## config.mk

```make
export PLATFORM = sky130hd
export DESIGN_NAME = mac_tx_arb
export DESIGN_NICKNAME = d
export VERILOG_FILES = /design/src/rtl/mac_tx_arb_pkg.sv /design/src/rtl/mac_tx_rr_pick.sv /design/src/rtl/mac_tx_arb.sv
export SDC_FILE = /design/constraint.sdc
export NUM_CORES = 1
export LEC_CHECK = 0
export ABC_AREA = 1
export CAP_MARGIN = 0
export CORE_AREA = 2 2 97 99
export CTS_BUF_LIST = sky130_fd_sc_hd__clkbuf_16
export CTS_CLUSTER_SIZE = 14
export DETAILED_ROUTE_END_ITERATION = 16
export DIE_AREA = 0 0 99 101
export GPL_ROUTABILITY_DRIVEN = 0
export GPL_TIMING_DRIVEN = 1
export PLACE_DENSITY = 0.88
export REMOVE_ABC_BUFFERS = 1
export SLEW_MARGIN = 15
export SYNTH_ARGS = -nofsm -noshare
export SYNTH_HDL_FRONTEND = slang
export SYNTH_HIERARCHICAL = 1
export SYNTH_SLANG_ARGS = --single-unit
```

## constraint.sdc

```tcl
create_clock -name i_clk -period 1.8 [get_ports i_clk]
set_input_delay 0.36 -clock i_clk [delete_from_list [all_inputs] [get_ports i_clk]]
set_output_delay 0.36 -clock i_clk [all_outputs]
set_load 0.05 [all_outputs]
```

## src/rtl/mac_tx_arb_pkg.sv

```systemverilog
`default_nettype none
// ============================================================================
//  Module      : mac_tx_arb_pkg
//  Description : Shared types and defaults for the MAC TX frame arbiter:
//                data geometry, default source count, drop-counter width,
//                arbiter state encoding and an index-width helper.
//  Revision    : 1.0 - initial release
// ============================================================================
package mac_tx_arb_pkg;

    // Data geometry of one stream beat
    localparam int N_SYMBOLS  = 8;
    localparam int W_SYMBOL   = 8;

    // Arbiter defaults
    localparam int N_TX_SRC   = 2;
    localparam int W_DROP_CNT = 16;

    // One-hot arbiter state
    typedef enum logic [2:0] {
        ST_IDLE  = 3'b001,
        ST_FWD   = 3'b010,
        ST_FLUSH = 3'b100
    } arb_state_t;

    // Width of an index into n items, never below one bit
    function automatic int idx_width(input int n);
        return (n > 1) ? $clog2(n) : 1;
    endfunction

endpackage
`default_nettype wire

```

## src/rtl/mac_tx_rr_pick.sv

```systemverilog
`default_nettype none
// ============================================================================
//  Module      : mac_tx_rr_pick
//  Description : Combinational one-hot picker. Optional strict priority for
//                request 0, otherwise a round-robin search upward from the
//                pointer, wrapping modulo N_REQ.
//  Revision    : 1.0 - initial release
// ============================================================================
module mac_tx_rr_pick #(
    parameter int N_REQ = 2,
    parameter int W_IDX = 1
) (
    input  logic [N_REQ-1:0] req_i,
    input  logic [W_IDX-1:0] ptr_i,
    input  logic             prio_en_i,
    output logic [N_REQ-1:0] gnt_oh_o,
    output logic [W_IDX-1:0] gnt_idx_o
);

    logic w_found;
    int   w_k;

    // First requester at or after the pointer wins, unless request 0 has priority
    always_comb begin
        gnt_oh_o  = '0;
        gnt_idx_o = '0;
        w_found   = 1'b0;
        w_k       = 0;
        if (prio_en_i && req_i[0]) begin
            gnt_oh_o[0] = 1'b1;
        end else begin
            for (int i = 0; i < N_REQ; i++) begin
                w_k = (int'(ptr_i) + i) % N_REQ;
                if (!w_found && req_i[w_k]) begin
                    w_found       = 1'b1;
                    gnt_oh_o[w_k] = 1'b1;
                    gnt_idx_o     = W_IDX'(w_k);
                end
            end
        end
    end

endmodule
`default_nettype wire

```

## src/rtl/mac_tx_arb.sv

```systemverilog
`default_nettype none
// ============================================================================
//  Module      : mac_tx_arb
//  Description : Frame-granular arbiter sharing the MAC TX stream between
//                N_SRC sources. Grant is held for a whole frame; a source that
//                underruns mid-frame has the rest of its frame drained.
//  Revision    : 1.0 - initial release
// ============================================================================
module mac_tx_arb
    import mac_tx_arb_pkg::*;
#(
    parameter int N_SRC   = N_TX_SRC,
    parameter int P_PRIO0 = 1,
    parameter int W_CNT   = W_DROP_CNT
) (
    input  logic                                i_clk,
    input  logic                                i_reset_n,
    input  logic                                i_clk_en,
    input  logic [N_SRC-1:0]                    s_tvalid,
    input  logic [N_SRC*N_SYMBOLS*W_SYMBOL-1:0] s_tdata,
    input  logic [N_SRC*N_SYMBOLS-1:0]          s_tkeep,
    input  logic [N_SRC-1:0]                    s_tlast,
    output logic [N_SRC-1:0]                    s_tready,
    output logic                                m_tvalid,
    output logic [N_SYMBOLS*W_SYMBOL-1:0]       m_tdata,
    output logic [N_SYMBOLS-1:0]                m_tkeep,
    output logic                                m_tlast,
    input  logic                                m_tready,
    output logic [N_SRC-1:0]                    o_grant,
    output logic                                o_busy,
    output logic                                o_underrun,
    output logic [W_CNT-1:0]                    o_drop_cnt
);

    localparam int W_IDX  = idx_width(N_SRC);
    localparam int W_BEAT = N_SYMBOLS * W_SYMBOL;

    arb_state_t         q_state;
    logic [N_SRC-1:0]   q_grant;
    logic [W_IDX-1:0]   q_gidx;
    logic [W_IDX-1:0]   q_rr_ptr;
    logic [W_CNT-1:0]   q_drop_cnt;

    logic [N_SRC-1:0]   w_pick_oh;
    logic [W_IDX-1:0]   w_pick_idx;
    logic [W_IDX-1:0]   w_rr_next;
    logic               w_fwd;
    logic               w_flush;
    logic               w_sel_valid;
    logic               w_sel_last;
    logic [W_BEAT-1:0]  w_sel_data;
    logic [N_SYMBOLS-1:0] w_sel_keep;
    logic               w_underrun;

    mac_tx_rr_pick #(
        .N_REQ (N_SRC),
        .W_IDX (W_IDX)
    ) u_pick (
        .req_i     (s_tvalid),
        .ptr_i     (q_rr_ptr),
        .prio_en_i (P_PRIO0 != 0),
        .gnt_oh_o  (w_pick_oh),
        .gnt_idx_o (w_pick_idx)
    );

    assign w_rr_next   = (w_pick_idx == W_IDX'(N_SRC - 1)) ? '0 : w_pick_idx + 1'b1;

    assign w_fwd       = (q_state == ST_FWD);
    assign w_flush     = (q_state == ST_FLUSH);

    // Selected source lane, addressed by the registered grant index
    assign w_sel_valid = s_tvalid[q_gidx];
    assign w_sel_last  = s_tlast[q_gidx];
    assign w_sel_data  = s_tdata[int'(q_gidx) * W_BEAT +: W_BEAT];
    assign w_sel_keep  = s_tkeep[int'(q_gidx) * N_SYMBOLS +: N_SYMBOLS];

    // MAC ready with no data from the owner: the MAC aborts this frame itself
    assign w_underrun  = i_clk_en & w_fwd & m_tready & ~w_sel_valid;

    // Arbitration FSM, grant/pointer registers and saturating drop counter
    always_ff @(posedge i_clk or negedge i_reset_n) begin
        if (!i_reset_n) begin
            q_state    <= ST_IDLE;
            q_grant    <= '0;
            q_gidx     <= '0;
            q_rr_ptr   <= '0;
            q_drop_cnt <= '0;
        end else if (i_clk_en) begin
            unique case (q_state)
                ST_IDLE: begin
                    if (|s_tvalid) begin
                        q_state  <= ST_FWD;
                        q_grant  <= w_pick_oh;
                        q_gidx   <= w_pick_idx;
                        q_rr_ptr <= w_rr_next;
                    end
                end
                ST_FWD: begin
                    if (w_sel_valid && m_tready && w_sel_last) begin
                        q_state <= ST_IDLE;
                        q_grant <= '0;
                    end else if (w_underrun) begin
                        q_state <= ST_FLUSH;
                        if (q_drop_cnt != '1) begin
                            q_drop_cnt <= q_drop_cnt + 1'b1;
                        end
                    end
                end
                ST_FLUSH: begin
                    if (w_sel_valid && w_sel_last) begin
                        q_state <= ST_IDLE;
                        q_grant <= '0;
                    end
                end
                default: begin
                    q_state <= ST_IDLE;
                    q_grant <= '0;
                end
            endcase
        end
    end

    // Zero-latency pass-through while forwarding; quiet otherwise
    assign m_tvalid   = w_fwd & w_sel_valid;
    assign m_tdata    = w_fwd ? w_sel_data : '0;
    assign m_tkeep    = w_fwd ? w_sel_keep : '0;
    assign m_tlast    = w_fwd & w_sel_last;

    // Only the owner sees ready; FLUSH accepts unconditionally to discard beats
    assign s_tready   = (i_clk_en && ((w_fwd && m_tready) || w_flush)) ? q_grant : '0;

    assign o_grant    = q_grant;
    assign o_busy     = w_fwd | w_flush;
    assign o_underrun = w_underrun;
    assign o_drop_cnt = q_drop_cnt;

endmodule
`default_nettype wire

```

==> After elaboration in Yosys (flattened, before gate mapping) <==
Cells that the tools add are included.
{ "word_totals": {"ff_bits": 23, "latchBits": 0, "ram_bits": 0, "romBits": 0, "input_bits": 152, "out_inout_bits": 96, "elab_cells": 84, "memories": 0} }
{ "classes": {"add_sub_neg": 3, "n_mul": 0, "div": 0, "n_lt_le_gt_ge": 5, "n_eq_ne": 8, "n_shift": 2, "muxes": 36, "bitwise": 10, "n_reduce_logical": 15} }
{ "op_table": {"columns": ["operator", "count"], "rows": [
  ["128-bit by 8-bit variable part select with 64-bit output", 1],
  ["64-bit 2-to-1 mux", 1],
  ["1-bit 2-to-1 mux", 19],
  ["16-bit by 1-bit adder with 16-bit output (second input constant)", 1],
  ["16-bit inequality test (second input constant)", 1],
  ["16-bit by 5-bit variable part select with 8-bit output", 1],
  ["2-bit 2-to-1 mux", 7],
  ["3-bit 2-to-1 mux", 4],
  ["3-bit case mux with 3 select lines", 1],
  ["1-bit logical AND", 8],
  ["8-bit 2-to-1 mux", 1],
  ["4-bit AND reduction", 2],
  ["2-bit case mux with 3 select lines", 1],
  ["1-bit bitwise AND", 5],
  ["5-bit AND reduction", 1],
  ["1-bit by 2-bit less-than comparator with 1-bit output (second input constant)", 2],
  ["2-bit by 1-bit inequality test with 1-bit output (second input constant)", 2],
  ["3-bit by 1-bit equality test with 1-bit output (second input constant)", 1],
  ["3-bit by 2-bit equality test with 1-bit output (second input constant)", 1],
  ["3-bit equality test (second input constant)", 1],
  ["2-bit by 3-bit less-than comparator with 1-bit output (second input constant)", 1],
  ["3-bit by 2-bit inequality test with 1-bit output (second input constant)", 1],
  ["3-bit AND reduction", 1],
  ["1-bit adder (second input constant)", 2],
  ["11 further kinds", 13]
]} }

==> Depth between registers and ports, before layout <==
Gate-level depths: netlist (run 1).
{ "logic_depth": {"word_depth": 11, "depth_mapped": 11, "mapped_depth_nobuf": 10} }

==> Modules after synthesis <==
Netlist (run 1), hierarchy kept.
{ "modules_own_cells": {"columns": ["module", "n_inst", "cells_per_inst", "area_each_um2", "seq_area_each_um2"], "rows": [
  ["mac_tx_arb", 1, 439, 2448.6, 576.8],
  ["mac_tx_rr_pick", 1, 11, 41.3, 0.0]
]} }

==> Least setup slack after synthesis (run 1) <==
No wires, ideal clock.
{ "synth_timing": {"path_type": "reg2out", "from": "register q_gidx", "to": "output m_tdata[10]", "t_arrival_ns": 1.720, "required_ns": 1.440, "path_slack_ns": -0.280, "stages_incl_launch_ff": 6, "path_buffers": 2, "path_cell_list": "dfrtp_1 -> inv_2 -> buf_2 -> buf_1 -> nand2_1 -> a21oi_1"} }
{ "synth_via": {"elab_chain_len": 2} }
{ "synth_lines": {"columns": ["element", "line", "rtl"], "rows": [
  ["from (decl)", "mac_tx_arb.sv:40", "logic [W_IDX-1:0] q_gidx;"],
  ["from (signal assigned)", "mac_tx_arb.sv:94", "q_gidx <= w_pick_idx;"],
  ["128-bit by 8-bit variable part select with 64-bit output", "mac_tx_arb.sv:74", "assign w_sel_data = s_tdata[int'(q_gidx) * W_BEAT +: W_BEAT];"],
  ["64-bit 2-to-1 mux", "mac_tx_arb.sv:125", "assign m_tdata = w_fwd ? w_sel_data : '0;"],
  ["to (decl)", "mac_tx_arb.sv:25", "output logic [N_SYMBOLS*W_SYMBOL-1:0] m_tdata,"]
]} }
Every way passes these cells.

==> Final worst setup path (run 1) <==
{ "layout_timing": {"from": "register q_gidx", "to": "output m_tdata[33]"} }
Same word-level chain as after synthesis.

==> results.json, run 1 <==
{
  "run_status": "complete, but fails checks",
  "violations": "negative setup slack",
  "stdcell_count": 817,
  "cp-end-kind": "primary output",
  "utilization": 0.7194,
  "dieArea_um2": 9999,
  "antenna_found_initial": 1,
  "setup_viol": 78,
  "layout.nets": 859,
  "synthXorXnorAreaFrac": 0.03869,
  "crit_type": "register to primary output",
  "rows": 35,
  "clock_latency_ps": 250,
  "netlist_area_um2": 2490,
  "ys_ff_latch": 23,
  "drt_iter0_drc": 225,
  "root_buffer": "clkbuf_16",
  "worstReg2RegEnd": "o_drop_cnt[10]",
  "synth_top_area_frac": 0.3513,
  "htreeDepth": 1,
  "cts_made_buffers": 3,
  "grt_pass1_wl_um": 21300,
  "synthSimpleGateAreaFrac": 0.4719,
  "finalSetupTns_ps": -4730,
  "path_max_fanout": 16,
  "fin_crit_sh": 1.068,
  "start_kind": "register",
  "wl_um": 15010,
  "synth_top_family_by_area": "simple AND/OR/NAND/NOR gates",
  "drt_pass1_iterations": 5,
  "yosys.area.top_type": "nand2_1",
  "postSynthCellCount": 450,
  "drv_cap": 0,
  "synth_compound_area_frac": 0.1688,
  "grt-ovfl-total": 0,
  "p_switching_mw": 3.647,
  "synth.area.mux_share": 0,
  "grt_pass1_vias": 4035,
  "ys.warnings.count": 6,
  "vias_per_cell": 5.042,
  "ir_worst_vdd_uv": 1096,
  "vias": 4119,
  "pwr-share-seq": 0.108,
  "synthTopCellsByArea": "nand2_1, dfrtp_1, a21oi_1",
  "hold_viol_final": 0,
  "route.detailed.drc": 0,
  "r2r.worst_path.cells": 10,
  "synthFlopType": "dfrtp_1",
  "synth_common_cells": "nand2_1, a21oi_1, dfrtp_1",
  "io_buffers": 247,
  "crit_arrival_ps": 1560,
  "io_pins": 248,
  "ant_nets": 0,
  "ys_seq_area_frac": 0.2317,
  "hold_path_class": "input pin to asynchronous set/reset pin",
  "swShare": 0.5212,
  "initial_core_util": 0.2774,
  "syn2layout_area_growth_pct": 159.4,
  "finClkSkew_ps": 3.282,
  "placed_cells": 806,
  "async_flop_share": 1.000,
  "wl_per_cell_um": 18.37,
  "die_w_um": 99,
  "yosys.area_share.adder": 0.005025,
  "dpl.hpwl_um": 11560,
  "fmax_mhz": 520.4,
  "rrSetupSlack_ps": 90,
  "synth_edf_count": 0,
  "ctsHoldBuffers": 0,
  "slew_viol_final": 0,
  "power_density_nw_per_um2": 1084,
  "required_ps": 1440,
  "syn_area_per_cell_um2": 5.533,
  "p_leak_nw": 2.718,
  "p_comb_frac": 0.826,
  "grt_usage": 0.2686,
  "dieHeight_um": 101,
  "cts_buffer_depth": 2,
  "timing.rr.start": "q_gidx",
  "place_ws_ps": -279.6,
  "grt_max_degree": 47,
  "cts_tree": "done",
  "p_int_mw": 3.351,
  "cts.sinks": 23,
  "core_um2": 8977,
  "path_clk_slew_ps": 60,
  "setup_ws_ps": -121.7,
  "synthDistinctLibCells": 33,
  "post-route-min-period_ps": 1922,
  "clock_power_share": 0.066,
  "rsz0062_at_grt": "true",
  "synth.most_common_cell": "nand2_1",
  "whs_ps": 445.1,
  "drive_gt1_frac": 0.3135
}
[layout by cell type, fill, tap and decap left out, types with 3 or more instances in the layout]
master / Yosys / routed
nand3_1: 10 / 10
nand2_1: 233 / 222
buf_4: 1 / 38
xnor2_1: 4 / 4
inv_2: 4 / 3
nand3_2: 4 / 3
clkdlybuf4s50_1: 0 / 149
o21ai_0: 6 / 6
buf_12: 0 / 82
a21oi_2: 0 / 55
inv_1: 18 / 17
nor3_1: 5 / 4
xor2_1: 7 / 7
nand2_8: 0 / 3
a21oi_1: 75 / 19
dfrtp_1: 22 / 20
clkbuf_16: 0 / 5
nand2_2: 2 / 11
nand4_1: 3 / 3
nor2_4: 1 / 3
nor2_1: 17 / 15
[sequential cells by signal (all words and copies together) (netlist names)]
register / cells
o_drop_cnt: 16
q_state: 3
o_grant: 2
q_gidx: 1
q_rr_ptr: 1
[metal layers]
| metal | vias up | track usage | part of all wire |
|---|---|---|---|
| li1 | 1932 | - | - |
| met1 | 1923 | 0.3063 | 0.36 |
| met2 | 230 | 0.4948 | 0.52 |
| met3 | 34 | 0.07143 | 0.091 |
| met4 | 0 | 0.07060 | 0.029 |
| met5 | - | 0 | 0 |
[worst max-delay path by stage]
stage / start / to / slack, ps / cells past startpoint
after global placement: i_clk_en / s_tready[1] / -230 / 6
after floorplan: q_gidx / o_drop_cnt[15] / -1520 / 8
after CTS: q_state[0] / s_tready[1] / -140 / 8
after detailed placement: i_clk_en / s_tready[1] / -280 / 6
after global routing: q_gidx / m_tdata[33] / -180 / 5
final: q_gidx / m_tdata[33] / -120 / 5
[cell type report]
class                   count  area, um2
well taps                 111      138.9
clock buffers               3      75.07
inverters                  23      98.84
flip-flops and latches     23      579.3
repair buffers            276       3523
diodes                      1      2.502
fillers                   628       2519
clock inverters             1      3.754
multi-input cells         379       2037
[metrics by stage]
step	power, mW	instance area (um2)
floorplan	3.246	2375
global placement	5.805	5921
detailed placement	5.911	5921
CTS	6.610	6173
global route	7.308	6456
finish	6.999	6459
[kinds of logic after synthesis]
kind of cell | after synthesis
AO/OA/AOI/OAI | 83
XOR/XNOR | 11
adder cells (fa/ha/maj) | 1
buffers and inverters | 49
flip-flops | 23
other | 1
AND/OR/NAND/NOR | 282
[critical path: stages (launching register included)]
cell	delay, ps
dfrtp_2	470
clkinv_4	140
buf_12	170
nand2_1	80
a21oi_1	260
buf_12	180
[power groups by stage]
stage                     combinational [mW]  sequential (mW)  clock (mW)
after detailed placement                5.18            0.736           0
after floorplan                         2.25            0.995           0
after global routing                    6.05            0.765       0.497
after global placement                  5.08            0.724           0
after CTS                               5.39            0.742       0.477
final                                   5.78            0.753       0.464
[repair_timing]
action	in CTS	in global routing
pin swaps	2	4
endpoints found under the setup margin	78	91
resized for setup	52	54
setup buffers	1	3
cloned	0	3
No activity file was read; power rests on OpenSTA's default activity.
==> run 2: changes to the inputs <==
Settings changed: CTS_CLUSTER_SIZE 14 to unset, SLEW_MARGIN 15 to unset.
==> results of run 2 <==
The final DEF is identical to that of run 1; final timing and power are the same.
